==> src/rtl/ntt_buffer_ram_pkg.sv <==
// ntt_buffer_ram_pkg: shared sizing constants and the controller-to-buffer bus type
package ntt_buffer_ram_pkg;
    localparam int POLY_N = 64;
    localparam int ROW_E = 4;
    localparam int COEF_FSIZE = 16;
    localparam int BUF_ADDR_W = $clog2(POLY_N) - $clog2(ROW_E);
    localparam int BUFFER_READ_LATENCY = 2;
    localparam int BUFFER_RESP_DEPTH = BUFFER_READ_LATENCY + 2;
    typedef struct packed {
        logic [BUF_ADDR_W-1:0] raddr;
        logic [BUF_ADDR_W-1:0] waddr;
        logic wren;
        logic [ROW_E*COEF_FSIZE-1:0] wdata;
    } BufferRAMTEFsizeInputs;
endpackage

==> src/rtl/ntt_buffer_resp_fifo.sv <==
// ntt_buffer_resp_fifo: show-ahead synchronous FIFO with occupancy count
module ntt_buffer_resp_fifo #(
    parameter int W = 64,
    parameter int DEPTH = 4,
    localparam int PTR_W = DEPTH > 1 ? $clog2(DEPTH) : 1,
    localparam int CNT_W = $clog2(DEPTH + 1)
)(
    input  logic             clk,
    input  logic             rst,
    input  logic             push,
    input  logic [W-1:0]     push_data,
    input  logic             pop,
    output logic             valid,
    output logic [W-1:0]     pop_data,
    output logic [CNT_W-1:0] count
);
    logic [W-1:0] mem [DEPTH];
    logic [PTR_W-1:0] wptr, rptr;
    // entry storage, never reset
    always_ff @(posedge clk) begin
        if (push) mem[wptr] <= push_data;
    end
    // pointers wrap at DEPTH; simultaneous push and pop leaves count unchanged
    always_ff @(posedge clk) begin
        if (rst) begin
            wptr <= '0;
            rptr <= '0;
            count <= '0;
        end else begin
            if (push) wptr <= (wptr == PTR_W'(DEPTH - 1)) ? '0 : wptr + PTR_W'(1);
            if (pop) rptr <= (rptr == PTR_W'(DEPTH - 1)) ? '0 : rptr + PTR_W'(1);
            count <= count + CNT_W'(push) - CNT_W'(pop);
        end
    end
    assign valid = count != '0;
    assign pop_data = valid ? mem[rptr] : '0;
endmodule

==> src/rtl/ntt_buffer_ram.sv <==
// ntt_buffer_ram: N/E-row coefficient buffer, engine port plus handshaked host port; define BUFFER_RAM_BYPASS_EN to forward same-edge writes to reads
module ntt_buffer_ram
    import ntt_buffer_ram_pkg::*;
#(
    parameter int N = POLY_N,
    parameter int E = ROW_E,
    parameter int FSIZE = COEF_FSIZE,
    parameter int READ_LATENCY = BUFFER_READ_LATENCY,
    parameter int RESP_DEPTH = READ_LATENCY + 2,
    localparam int ADDR_W = $clog2(N) - $clog2(E)
)(
    input  logic                  clk,
    input  logic                  rst,
    input  logic                  engine_busy,
    input  BufferRAMTEFsizeInputs ram_inputs,
    output logic [E*FSIZE-1:0]    ram_outputs_rdata,
    input  logic                  host_wr_valid,
    output logic                  host_wr_ready,
    input  logic [ADDR_W-1:0]     host_wr_addr,
    input  logic [E*FSIZE-1:0]    host_wr_data,
    input  logic                  host_rd_valid,
    output logic                  host_rd_ready,
    input  logic [ADDR_W-1:0]     host_rd_addr,
    output logic                  host_resp_valid,
    input  logic                  host_resp_ready,
    output logic [E*FSIZE-1:0]    host_resp_data
);
    localparam int ROWS = N / E;
    localparam int DW = E * FSIZE;
    localparam int FC_W = $clog2(RESP_DEPTH + 1);
    localparam int CNT_W = $clog2(RESP_DEPTH + READ_LATENCY + 1);
    logic [DW-1:0] mem [ROWS];
    logic [DW-1:0] data_pipe [READ_LATENCY];
    logic [READ_LATENCY-1:0] tag_pipe;
    logic [FC_W-1:0] fifo_count;
    logic [CNT_W-1:0] inflight;
    logic host_wr_fire, host_rd_fire, we;
    logic [ADDR_W-1:0] waddr, raddr;
    logic [DW-1:0] wdata, rd_row;
    assign host_wr_ready = !rst && !engine_busy && !ram_inputs.wren;
    assign host_wr_fire = host_wr_valid && host_wr_ready;
    assign host_rd_fire = host_rd_valid && host_rd_ready;
    // write port arbitration (engine always wins) and read port ownership
    always_comb begin
        we = ram_inputs.wren || host_wr_fire;
        waddr = ram_inputs.wren ? ram_inputs.waddr : host_wr_addr;
        wdata = ram_inputs.wren ? ram_inputs.wdata : host_wr_data;
        raddr = engine_busy ? ram_inputs.raddr : host_rd_addr;
`ifdef BUFFER_RAM_BYPASS_EN
        rd_row = (we && waddr == raddr) ? wdata : mem[raddr];
`else
        rd_row = mem[raddr];
`endif
    end
    // credit check: every accepted read holds a FIFO slot until popped
    always_comb begin
        inflight = '0;
        for (int i = 0; i < READ_LATENCY; i++) inflight = inflight + CNT_W'(tag_pipe[i]);
        host_rd_ready = !rst && !engine_busy && (CNT_W'(fifo_count) + inflight < CNT_W'(RESP_DEPTH));
    end
    // memory write port
    always_ff @(posedge clk) begin
        if (we) mem[waddr] <= wdata;
    end
    // read data pipeline, first stage is the memory read register
    always_ff @(posedge clk) begin
        data_pipe[0] <= rd_row;
        for (int i = 1; i < READ_LATENCY; i++) data_pipe[i] <= data_pipe[i - 1];
    end
    // host tag pipeline and registered engine output
    always_ff @(posedge clk) begin
        if (rst) begin
            tag_pipe <= '0;
            ram_outputs_rdata <= '0;
        end else begin
            tag_pipe <= (tag_pipe << 1) | READ_LATENCY'(host_rd_fire);
            ram_outputs_rdata <= data_pipe[READ_LATENCY - 1];
        end
    end
    ntt_buffer_resp_fifo #(.W(DW), .DEPTH(RESP_DEPTH)) u_resp_fifo (
        .clk(clk),
        .rst(rst),
        .push(tag_pipe[READ_LATENCY - 1]),
        .push_data(data_pipe[READ_LATENCY - 1]),
        .pop(host_resp_valid && host_resp_ready),
        .valid(host_resp_valid),
        .pop_data(host_resp_data),
        .count(fifo_count)
    );
endmodule

==> config.mk <==
export PLATFORM = sky130hd
export DESIGN_NAME = ntt_buffer_ram
export DESIGN_NICKNAME = d
export VERILOG_FILES = /design/src/rtl/ntt_buffer_ram_pkg.sv /design/src/rtl/ntt_buffer_resp_fifo.sv /design/src/rtl/ntt_buffer_ram.sv
export SDC_FILE = /design/constraint.sdc
export NUM_CORES = 2
export LEC_CHECK = 0
export ABC_AREA = 1
export CORE_UTILIZATION = 40
export DETAILED_ROUTE_END_ITERATION = 8
export HOLD_SLACK_MARGIN = 0.12
export SETUP_SLACK_MARGIN = 0.15
export SYNTH_ARGS = -nofsm -noshare
export SYNTH_HDL_FRONTEND = slang
export SYNTH_SLANG_ARGS = --single-unit
==> constraint.sdc <==
create_clock -name clk -period 7.8 [get_ports clk]
set_input_delay 1.56 -clock clk [delete_from_list [all_inputs] [get_ports clk]]
set_output_delay 1.56 -clock clk [all_outputs]
set_load 0.02 [all_outputs]
==> impl_metrics.toml <==
[worst_setup_path]
worstPathRequired_ns = 6.24
critPathMaxStageDelay_ns = 1.10
path_delay_family = "buffers and inverters"
crit_chain = "clkdlybuf4s50_1, nor2_1, o21ai_0, nor2_1, clkdlybuf4s50_1"
critical_path_class = "input port to output port"
end_kind = "output port"
path_buf_inv = 2
path_max_fanout = 12
worstPathArrival_ns = 4.04
slowest_stage = "clkdlybuf4s50_1"
start_kind = "input port"

[timing]
hold_viol_final = 0
slew_viol_final = 94
tns_ns = 0
worstMarginPinSlew_ns = 1.59
rsz0062_at_grt = "false"
skew_ns = 0.0272
finalSetupViolCount = 0
fin_crit_ns = 5.60
finalCritPeriodShare_pct = 71.9
fmax_mhz = 178
slew_headroom_pct = -6.10

[route]
vias_per_cell = 5.02
vias = 39600
wl_per_cell_um = 20.6
drt_iter0_drc = 3694
antenna_left = 0
drc = 0
dr.pass1.iters = 5
routed_wl_um = 162000

[finish]
fin_nets = 5913
final_layout_size_suffix_gt1_share_pct = 5.71
area_growth_pct = 16.0
stdcell_area_mm2 = 0.0704
n_fill_cell = 13400
most-common-layout-cells = "edfxtp_1 (1280), nand3_1 (1220), inv_1 (979), nand2_1 (855), nor2_1 (333)"
final_cells = 7900
final_common_cell = "edfxtp_1"

[global_routing]
track_usage_pct = 21.1
antenna_found_initial = 7
overflow = 0
grt_pass1_vias = 38000
grt_max_degree = 192
grt_pass1_wl_um = 241000

[synthesis]
netlist_area_mm2 = 0.0607
syn_inst = 5589
synth_cell_type_count = 29
avgSynthCellArea_um2 = 10.9
synth.area.top_cells = "edfxtp_1 (63%), nand3_1 (10%), dfxtp_1 (6.7%)"
yosys.area.top_type_share_pct = 63.4
syn_nets = 5748
yosys_warnings = 0
yosys.area.top_type = "edfxtp_1"
ys_seq_area_share_pct = 70.1
synth_seq_cells = 1483

[clock_network]
cts_resized = 0
cts_hold_buf = 0
insertion_delay_ns = 0.78
cts_root_buf = "clkbuf_16"
clock_sinks = 1483
cts_buffers = 151
clockBufferDepth = 3
cts_setup_buffers = 0
clkSlewWorstSetupHoldPaths_ns = 0.06
htree_num_levels = 4
tritoncts = "yes"

[floorplanning]
row_count = 142
core_mm2 = 0.150
die_area_mm2 = 0.153
die_x_um = 391
initial_utilization_pct = 40.4
fp.dieH_um = 391
io-pin-count = 282

[power]
p_leak_nw = 28.4
max-vdd-ir-drop_v = 0.000170
p_per_area_mw_per_mm2 = 273

[run]
maxCapViolations = 0

[status]
violations = "slew limit"
outcome = "finished, violations left"

[placed_design]
portBuffers = 281
place_hpwl_um = 81700
placed_cell_area_mm2 = 0.0654
routabilityCongestion = 0.763
place_inst = 7617

[hold_path]
hp-class = "flop to flop"
## through the flow
step / total power [W] / util [%] / hold WS, ns / setup slack [ns]
global route: 0.0199 / 46.9 / 0.327 / 1.98
detailed placement: 0.0121 / 43.5 / 0.312 / 1.87
floorplan: 0.0109 / - / 0.310 / 2.22
CTS: 0.0194 / 46.9 / 0.321 / 2.16
global placement: 0.0121 / 43.5 / 0.312 / 1.88
finish: 0.0192 / 46.9 / 0.322 / 2.20
## Yosys cell counts
cell      count
mux2i_1       1
nor3b_1       1
o21ai_2       1
buf_6         1
nor2_4        1
xnor2_1       1
o21ai_0     130
a211oi_1      1
nand3_1    1220
nor2_1      349
ha_1          7
clkbuf_1     82
fa_1          1
nand3b_1    128
nor3_1        2
edfxtp_1   1280
buf_4        25
dfxtp_1     203
o21bai_1      1
a21oi_1      71
buf_1        23
or2_2         4
nand2_1     858
inv_1       985
a21o_1        1
o21ai_1       4
nand2_2       4
buf_2       198
inv_2         6
## report_power, final
part           switching, W  internal [W]  total (W)  leakage, nW
logic               0.00175      0.000866    0.00261         13.0
registers          0.000232       0.00908    0.00931         13.0
clock network       0.00300       0.00429    0.00729         2.47
total               0.00498        0.0142     0.0192         28.4
## final cells by class
cell class / instances / area, um2 / area share (%)
clock buffers: 209 / 4250 / 6.04
clock inverters: 73 / 771 / 1.10
inverters: 991 / 3720 / 5.29
diodes: 1 / 2.50 / 0.00356
flip-flops and latches: 1483 / 42500 / 60.4
multi-input cells: 2786 / 13100 / 18.6
well taps: 2016 / 2520 / 3.58
repair buffers: 341 / 3530 / 5.02
## registers in the layout, indices dropped and copies added, names as in the netlist, named ones only
name and cells:
data_pipe 128, mem 1024, ram_outputs_rdata 64, tag_pipe 2, u_resp_fifo.count 3, u_resp_fifo.mem 256
u_resp_fifo.rptr 2, u_resp_fifo.wptr 2
## per-layer routing
layer  GRT usage, %  part of all wire [%]  vias to the layer above
met5              0                     0                        -
li1               -                     -                    18800
met4           6.70                   2.5                        0
met2           34.9                    47                     1400
met3           3.60                   6.8                      260
met1           28.2                    43                    19100
## path summary, 6_finish.rpt
check | start | endpoint | slack [ns] | depth (start not counted)
setup / recovery | engine_busy | host_rd_ready | 2.20 | 5
hold / removal | data_pipe[0][56] | data_pipe[0][120] | 0.32 | 0
setup reg to reg | u_resp_fifo.count[1] | u_resp_fifo.count[2] | 5.68 | 10
hold reg to reg | data_pipe[0][56] | data_pipe[0][120] | 0.32 | 0
## logic make-up (layout without fill, tap and decap cells)
family	count (synthesis)	after routing	synth area share, %
xor+xnor	1	1	0.0144
other cells	0	1	0
mux	1	1	0.0165
compound gates	209	209	1.74
flops	1483	1483	70.1
simple gates	2567	2567	19.2
buf+inv	1320	1614	8.74
fa+ha+maj	8	8	0.177
(Power assumes the default switching activity.)
